`src/rtl/led_status_ctrl.sv`:
```
// rtl/led_status_ctrl.sv - multi-channel LED status driver (off/on/blink/stretch); optional LED_PWM_EN brightness gating
module led_status_ctrl #(
  parameter int NUM_CH        = 8,
  parameter int CLK_HZ        = 50000000,
  parameter int TICK_HZ       = 1000,
  parameter int STRETCH_TICKS = 50,
  parameter int HP_W          = 16
) (
  input  logic                  fpga_clk_50,
  input  logic                  hps_fpga_reset_n,
  input  logic [2*NUM_CH-1:0]   mode,
  input  logic [HP_W-1:0]       half_period,
  input  logic [NUM_CH-1:0]     event_in,
  input  logic [7:0]            brightness,
  output logic                  tick_o,
  output logic [NUM_CH-1:0]     led
);

  localparam int DIV = CLK_HZ / TICK_HZ;
  localparam int PW  = (DIV > 1) ? $clog2(DIV) : 1;
  localparam int SW  = (STRETCH_TICKS > 0) ? $clog2(STRETCH_TICKS + 1) : 1;
  localparam logic [PW-1:0] P_LAST = PW'(DIV - 1);
  localparam logic [SW-1:0] S_LOAD = SW'(STRETCH_TICKS);

  if (DIV < 2) begin : g_div_chk
    $error("led_status_ctrl: CLK_HZ/TICK_HZ must be >= 2");
  end
  if (STRETCH_TICKS < 1) begin : g_stretch_chk
    $error("led_status_ctrl: STRETCH_TICKS must be >= 1");
  end

  logic [PW-1:0]             pcnt;
  logic [HP_W-1:0]           bcnt;
  logic [HP_W-1:0]           hp_last;
  logic                      phase;
  logic [NUM_CH-1:0]         sync0;
  logic [NUM_CH-1:0]         sync1;
  logic [NUM_CH-1:0]         prev;
  logic [NUM_CH-1:0]         rise;
  logic [NUM_CH-1:0][SW-1:0] scnt;
  logic [NUM_CH-1:0]         led_raw;
  logic                      pwm_gate;

  always_ff @(posedge fpga_clk_50 or negedge hps_fpga_reset_n) begin
    if (!hps_fpga_reset_n) begin
      pcnt   <= '0;
      tick_o <= 1'b0;
    end else begin
      tick_o <= (pcnt == P_LAST);
      pcnt   <= (pcnt == P_LAST) ? '0 : pcnt + 1'b1;
    end
  end

  // A zero half-period behaves as one; >= (not ==) means shrinking it never wraps bcnt.
  assign hp_last = (half_period == '0) ? '0 : half_period - 1'b1;

  always_ff @(posedge fpga_clk_50 or negedge hps_fpga_reset_n) begin
    if (!hps_fpga_reset_n) begin
      bcnt  <= '0;
      phase <= 1'b0;
    end else if (tick_o) begin
      if (bcnt >= hp_last) begin
        bcnt  <= '0;
        phase <= ~phase;
      end else begin
        bcnt <= bcnt + 1'b1;
      end
    end
  end

  always_ff @(posedge fpga_clk_50 or negedge hps_fpga_reset_n) begin
    if (!hps_fpga_reset_n) begin
      sync0 <= '0;
      sync1 <= '0;
      prev  <= '0;
    end else begin
      sync0 <= event_in;
      sync1 <= sync0;
      prev  <= sync1;
    end
  end

  assign rise = sync1 & ~prev;

  // A fresh edge reloads the full count even when it lands on a tick.
  always_ff @(posedge fpga_clk_50 or negedge hps_fpga_reset_n) begin
    if (!hps_fpga_reset_n) begin
      scnt <= '0;
    end else begin
      for (int i = 0; i < NUM_CH; i++) begin
        if (rise[i]) begin
          scnt[i] <= S_LOAD;
        end else if (tick_o && (scnt[i] != '0)) begin
          scnt[i] <= scnt[i] - 1'b1;
        end
      end
    end
  end

  always_comb begin
    led_raw = '0;
    for (int i = 0; i < NUM_CH; i++) begin
      case (mode[2*i +: 2])
        2'b00:   led_raw[i] = 1'b0;
        2'b01:   led_raw[i] = 1'b1;
        2'b10:   led_raw[i] = phase;
        default: led_raw[i] = (scnt[i] != '0);
      endcase
    end
  end

`ifdef LED_PWM_EN
  logic [7:0] pwm_cnt;

  always_ff @(posedge fpga_clk_50 or negedge hps_fpga_reset_n) begin
    if (!hps_fpga_reset_n) begin
      pwm_cnt <= '0;
    end else begin
      pwm_cnt <= pwm_cnt + 8'd1;
    end
  end

  assign pwm_gate = (pwm_cnt < brightness);
`else
  logic unused_brightness;
  assign unused_brightness = ^brightness;
  assign pwm_gate          = 1'b1;
`endif

  always_ff @(posedge fpga_clk_50 or negedge hps_fpga_reset_n) begin
    if (!hps_fpga_reset_n) begin
      led <= '0;
    end else begin
      led <= led_raw & {NUM_CH{pwm_gate}};
    end
  end

endmodule

```
`config.mk`:
```
export PLATFORM = sky130hd
export DESIGN_NAME = led_status_ctrl
export DESIGN_NICKNAME = d
export VERILOG_FILES = /design/src/rtl/led_status_ctrl.sv
export SDC_FILE = /design/constraint.sdc
export NUM_CORES = 1
export LEC_CHECK = 0
export CORE_MARGIN = 8
export CORE_UTILIZATION = 55
export CTS_CLUSTER_SIZE = 30
export DETAILED_ROUTE_END_ITERATION = 12
export PLACE_DENSITY = 0.78
export SLEW_MARGIN = 20
export SYNTH_ARGS = -nofsm -noshare
export SYNTH_HDL_FRONTEND = slang
export SYNTH_SLANG_ARGS = --single-unit
```
`constraint.sdc`:
```
create_clock -name fpga_clk_50 -period 3.2 [get_ports fpga_clk_50]
set_input_delay 0.96 -clock fpga_clk_50 [delete_from_list [all_inputs] [get_ports fpga_clk_50]]
set_output_delay 0.96 -clock fpga_clk_50 [all_outputs]
set_load 0.01 [all_outputs]
```
## Word-level counts from Yosys, hierarchy flattened

Index checks and enable logic that the tools add are counted.

- Add/sub/neg operators: 11
- $lt $le $gt $ge: 1
- Equality and inequality tests: 17
- Mux-type cells: 27
- Bitwise logic cells: 3
- Reduce and logical (&&, ||, !) cells: 34

Operator list:

| kind | number |
|---|---|
| 2-to-1 mux 6 bit | 16 |
| 2-to-1 mux 16 bit | 3 |
| nonzero test 6 bit | 8 |
| subtractor 6 x 1 -> 6 bit, second input constant | 8 |
| adder 16 x 1 -> 16 bit, second input constant | 2 |
| one-hot mux 1 bit (3 select lines) | 8 |
| equality test 16 bit, second input constant | 1 |
| equality test 2 x 1 -> 1 bit, second input constant | 8 |
| equality test 2 bit, second input constant | 8 |
| >= comparator 16 bit | 1 |
| zero test 16 bit | 1 |
| zero test 2 bit | 8 |
| nonzero test 2 bit | 8 |
| subtractor 16 x 1 -> 16 bit, second input constant | 1 |
| bitwise AND 8 bit | 1 |
| logical AND 1 bit | 8 |
| NOT 8 bit | 1 |
| AND reduction 2 bit | 1 |
| NOT 1 bit | 1 |

- Register bits: 114
- Bits of input ports: 50
- Logic and storage cells: 109

## Longest topological paths before layout

- Depth after elaboration: 4
- Mapped depth: 13
- Mapped depth without buffers: 12

## Least setup slack after synthesis

No wires, ideal clock.

- Path kind: input -> register
- Start point: input half_period[9]
- End point: register bcnt[10]
- Setup time: 0.119 ns
- Arrival: 3.363 ns
- Required time: 3.081 ns
- Path slack: -0.281 ns
- Cell stages on the path: 12
- Cells stage by stage: or4_4 -> nor4b_4 -> nand2_1 -> xnor2_1 -> nand2_1 -> ha_1 -> nand4_1 -> a211oi_1 -> a32oi_2 -> a21oi_2 -> buf_6 -> nor2_1

- Longest elaborated chain between the ends: 4

RTL lines:

| element | line | RTL |
|---|---|---|
| start, declared | 12 | `input logic [HP_W-1:0] half_period,` |
| subtractor 16 x 1 -> 16 bit / zero test 16 bit (equally long branches) | 55 | `assign hp_last = (half_period == '0) ? '0 : half_period - 1'b1;` |
| 2-to-1 mux 16 bit (*) | 55 |  |
| >= comparator 16 bit (*) | 62 | `if (bcnt >= hp_last) begin` |
| 2-to-1 mux 16 bit (*) | 62 |  |
| end signal, assigned | 66 | `bcnt <= bcnt + 1'b1;` |
| end, declared | 33 | `logic [HP_W-1:0] bcnt;` |

Mark *: on every way between the ends. The rest lies on a longest branch, timed or not.
A chain may end at the register's enable or synchronous reset.

## Worst setup path in the final report

- Start point: input half_period[8]
- End point: register phase

- Longest elaborated chain between the ends: 4

RTL lines:

| element | line | RTL |
|---|---|---|
| subtractor 16 x 1 -> 16 bit / zero test 16 bit (equally long branches) | 55 |  |
| 2-to-1 mux 16 bit (*) | 55 |  |
| >= comparator 16 bit (*) | 62 |  |
| AND reduction 2 bit (no line) (*) | -- |  |
| end signal, assigned | 64 | `phase <= ~phase;` |
| end, declared | 35 | `logic phase;` |

Marks and branches as above.

==> flow_metrics.env <==
export IMPL_synth_ff_type="dfrtp_1"
export IMPL_dieArea_um2=14030
export IMPL_grt_pass1_wl_mm=22.31
export IMPL_die_w_um=118.5
export IMPL_die_height_um=118.5
export IMPL_violations="negative setup slack"
export IMPL_gp_congestion=0.8051
export IMPL_pwr_share_comb=0.063
export IMPL_crit_chain="buf_6, or4_4, nor4b_4, buf_4, buf_4, a31oi_1, ha_1, nand2b_1, a2111o_1, a32oi_2, a21oi_2, buf_4, xor2_2"
export IMPL_critPathSlowestCell="or4_4"
export IMPL_ys_types=49
export IMPL_areaGrowthSynthToFinish_pct=29.91
export IMPL_crit_family="simple AND/OR/NAND/NOR gates"
export IMPL_crit_arrival_ns=3.70
export IMPL_status="finished, violations left"
export IMPL_clock_sinks=114
export IMPL_cts_buffer_depth=2
export IMPL_initial_core_util=0.5617
export IMPL_period_needed_ns=3.331
export IMPL_synth_sequential_area_ratio=0.4941
export IMPL_synthesis_nets=654
export IMPL_cts_made_buffers=17
export IMPL_whs_ns=0.3393
export IMPL_hold_class="in -> async"
export IMPL_rows=37
export IMPL_drcViolationCount=0
export IMPL_clockRootBuffer="clkbuf_8"
export IMPL_path_class="in -> reg"
export IMPL_pwr_density_cell_nw_per_um2=474.8
export IMPL_ctsHtreeMaxLevel=4
export IMPL_antenna_found_initial=0
export IMPL_io_buffers=50
export IMPL_synth_edf_count=0
export IMPL_vdd_ir_drop_worst_mv=0.3602
export IMPL_place_hpwl_mm=8.557
export IMPL_drv_slew=0
export IMPL_clk_pin_slew_worst_paths_ns=0.06
export IMPL_fin_crit_sh=1.041
export IMPL_cp_num_buf_inv=4
export IMPL_fmax_mhz=300.2
export IMPL_overflow=0
export IMPL_worstMarginPinSlew_ns=0.6901
export IMPL_setup_viol=16
export IMPL_synth_top_cell_by_area="dfrtp_1"
export IMPL_slowest_delay_ns=0.56
export IMPL_start_kind="primary input"
export IMPL_cp_common_cell="buf_4"
export IMPL_grt_max_degree=57
export IMPL_syn_cell_area_um2=5773
export IMPL_p_leak_uw=0.003192
export IMPL_rsz0062_at_grt="yes"
export IMPL_synth_seq_cells=114
export IMPL_cp_required_ns=3.57
export IMPL_insertion_delay_ns=0.51
export IMPL_crit_fanout=3
export IMPL_p_sw_frac=0.2194
export IMPL_drt_iter0_markers=331
export IMPL_fillCellCount=725
export IMPL_max_slew_margin=0.5349
export IMPL_wl_mm=13.38
export IMPL_detail_route_vias_per_cell=5.487
export IMPL_intPower_uw=2780
export IMPL_grt_pass1_vias=4827
export IMPL_ys_async_sr_fraction=1.000
export IMPL_clockPowerShare=0.524
export IMPL_power_uw=3561
export IMPL_final_setup_worst_slack_ns=-0.1311
export IMPL_yosys_warnings=0
export IMPL_firstDrtPassIters=4
export IMPL_wl_per_cell_um=16.28
export IMPL_yosys_area_top_type_share=0.4941
export IMPL_num_vias=4510
export IMPL_synthTopCellsByArea="dfrtp_1 49%, xnor2_1 7.3%, ha_1 6.9%, nor2_1 5.3%, xor2_1 4.4%"
export IMPL_ioPinCount=59
export IMPL_cp_end_kind="flip-flop"
export IMPL_finalHoldViolations=0
export IMPL_p_switching_uw=781.3
export IMPL_maxCapViolations=0
export IMPL_layout_drive_gt1_share=0.1764
export IMPL_globalRouteTotalUtil=0.1922
export IMPL_avgSynthCellArea_um2=10.09
export IMPL_cts_tree="yes"
export IMPL_core_um2=10280
export IMPL_synthCells=572
export IMPL_finClkSkew_ns=0.008176
export IMPL_ant_nets=0
export IMPL_antenna_cells=0
export IMPL_fin_nets=755
export IMPL_power_frac_seq=0.414
-- stage by stage --
stage	cells	setup slack, ns	area [µm²]	utilization	TNS [ns]
after floorplan	572	-0.2520	5792	-	-3.291
after global routing	822	-0.2689	7500	0.7297	-3.816
final	822	-0.1311	7500	0.7297	-1.519
after CTS	818	-0.2290	7328	0.7131	-3.240
after detailed placement	782	-0.9358	6661	0.6482	-15.49
after global placement	782	-0.8605	6661	0.6482	-14.25
-- power groups by stage --
stage | Combinational (µW) | Sequential (µW) | Clock [µW]
detailed placement | 206 | 1500 | 0
global route | 247 | 1470 | 1950
finish | 223 | 1470 | 1860
floorplan | 62.8 | 1500 | 0
CTS | 210 | 1470 | 1890
global placement | 200 | 1500 | 0
-- logic make-up (layout without fill, tap and decap cells) --
kind of cell               Yosys count  after routing  synth area share
AOI/OAI and AO/OA                   50             50           0.06047
xor gates and xnor gates            77             77            0.1168
buffers and inverters               35            149           0.02579
muxes                                2              2          0.003468
and+or+nand+nor                    262            262            0.2300
adders and majority gates           32             32           0.06935
DFF                                114            114            0.4941
-- flip-flops by register name (all words and copies together), names as in the netlist --
name and count:
sync1 8, led 8, prev 8, pcnt 16, phase 1, tick_o 1, scnt 48, sync0 8
bcnt 16
-- layout by cell type (no fill, tap or decap), drive strengths merged, types with 4 or more instances in the layout --
| cell | n |
|---|---|
| a21oi | 14 |
| and3 | 5 |
| buf | 45 |
| clkbuf | 21 |
| clkdlybuf4s50 | 38 |
| clkinv | 9 |
| dfrtp | 114 |
| ha | 32 |
| inv | 28 |
| nand2 | 67 |
| nand2b | 12 |
| nand3 | 20 |
| nand4 | 9 |
| nor2 | 81 |
| nor2b | 10 |
| nor3 | 16 |
| nor3b | 4 |
| nor4 | 20 |
| o211ai | 8 |
| o21ai | 11 |
| or3 | 8 |
| xnor2 | 48 |
| xor2 | 29 |
-- repair_timing --
item	CTS	global route
setup endpoints to repair	17	17
endpoints found under the hold margin	0	0
gates resized for setup	35	35
gates cloned	1	1
pin swaps	22	22
buffers inserted	3	3
hold buffers	0	0
-- metal layers --
| layer | GRT usage | up-vias | wire length, µm |
|---|---|---|---|
| li1 | - | 2152 | - |
| met1 | 0.2165 | 2215 | 5434 |
| met2 | 0.3336 | 121 | 7159 |
| met3 | 0.05283 | 22 | 576 |
| met4 | 0.08854 | 0 | 213 |
| met5 | 0 | - | 0 |
-- final cells by class --
type | count | area (µm²) | area share
Sequential cell | 114 | 2853 | 0.3804
Tap cell | 136 | 170.2 | 0.02269
Clock buffer | 19 | 431.7 | 0.05756
Inverter | 28 | 105.1 | 0.01401
Clock inverter | 13 | 161.4 | 0.02152
Multi-Input combinational cell | 423 | 2975 | 0.3967
Timing Repair Buffer | 89 | 803.3 | 0.1071
-- worst register-to-register path, cell delays in order, from the launching register on --
cell and delay, ns:
dfrtp_1 0.39, inv_1 0.09, ha_1 0.28, nand2b_1 0.16, a2111o_1 0.40, a32oi_2 0.23, a21oi_2 0.13, buf_4 0.17
xor2_2 0.14
-- path summary, 6_finish.rpt --
kind	start	endpoint	slack [ns]	depth (start not counted)
max in group asynchronous	hps_fpga_reset_n	scnt[37]	2.09	2
max	half_period[8]	phase	-0.13	13
max reg2reg	bcnt[0]	phase	1.07	8
min	hps_fpga_reset_n	scnt[9]	0.34	1
min in group fpga_clk_50	sync0[3]	sync1[3]	0.35	0
min reg2reg	sync0[3]	sync1[3]	0.35	0
-- Yosys cell counts, types with 2 or more instances --
cell type	number
o31ai_1	2
o211ai_1	8
nand2b_1	11
dfrtp_1	114
nor2b_1	10
clkbuf_1	3
and3_1	4
xnor2_1	48
nor3_1	15
nor4_1	18
o21ai_2	3
a21o_1	3
nand4_1	8
nor2_1	81
buf_2	2
xor2_1	29
nand2_1	67
or4_4	2
ha_1	32
nor3b_1	4
buf_6	2
a41oi_1	3
a31oi_1	3
a21oi_1	13
or3_1	8
or4b_1	3
mux2i_1	2
o21ai_0	8
nand3_1	19
inv_1	28
Power figures use the tool's default switching activity.
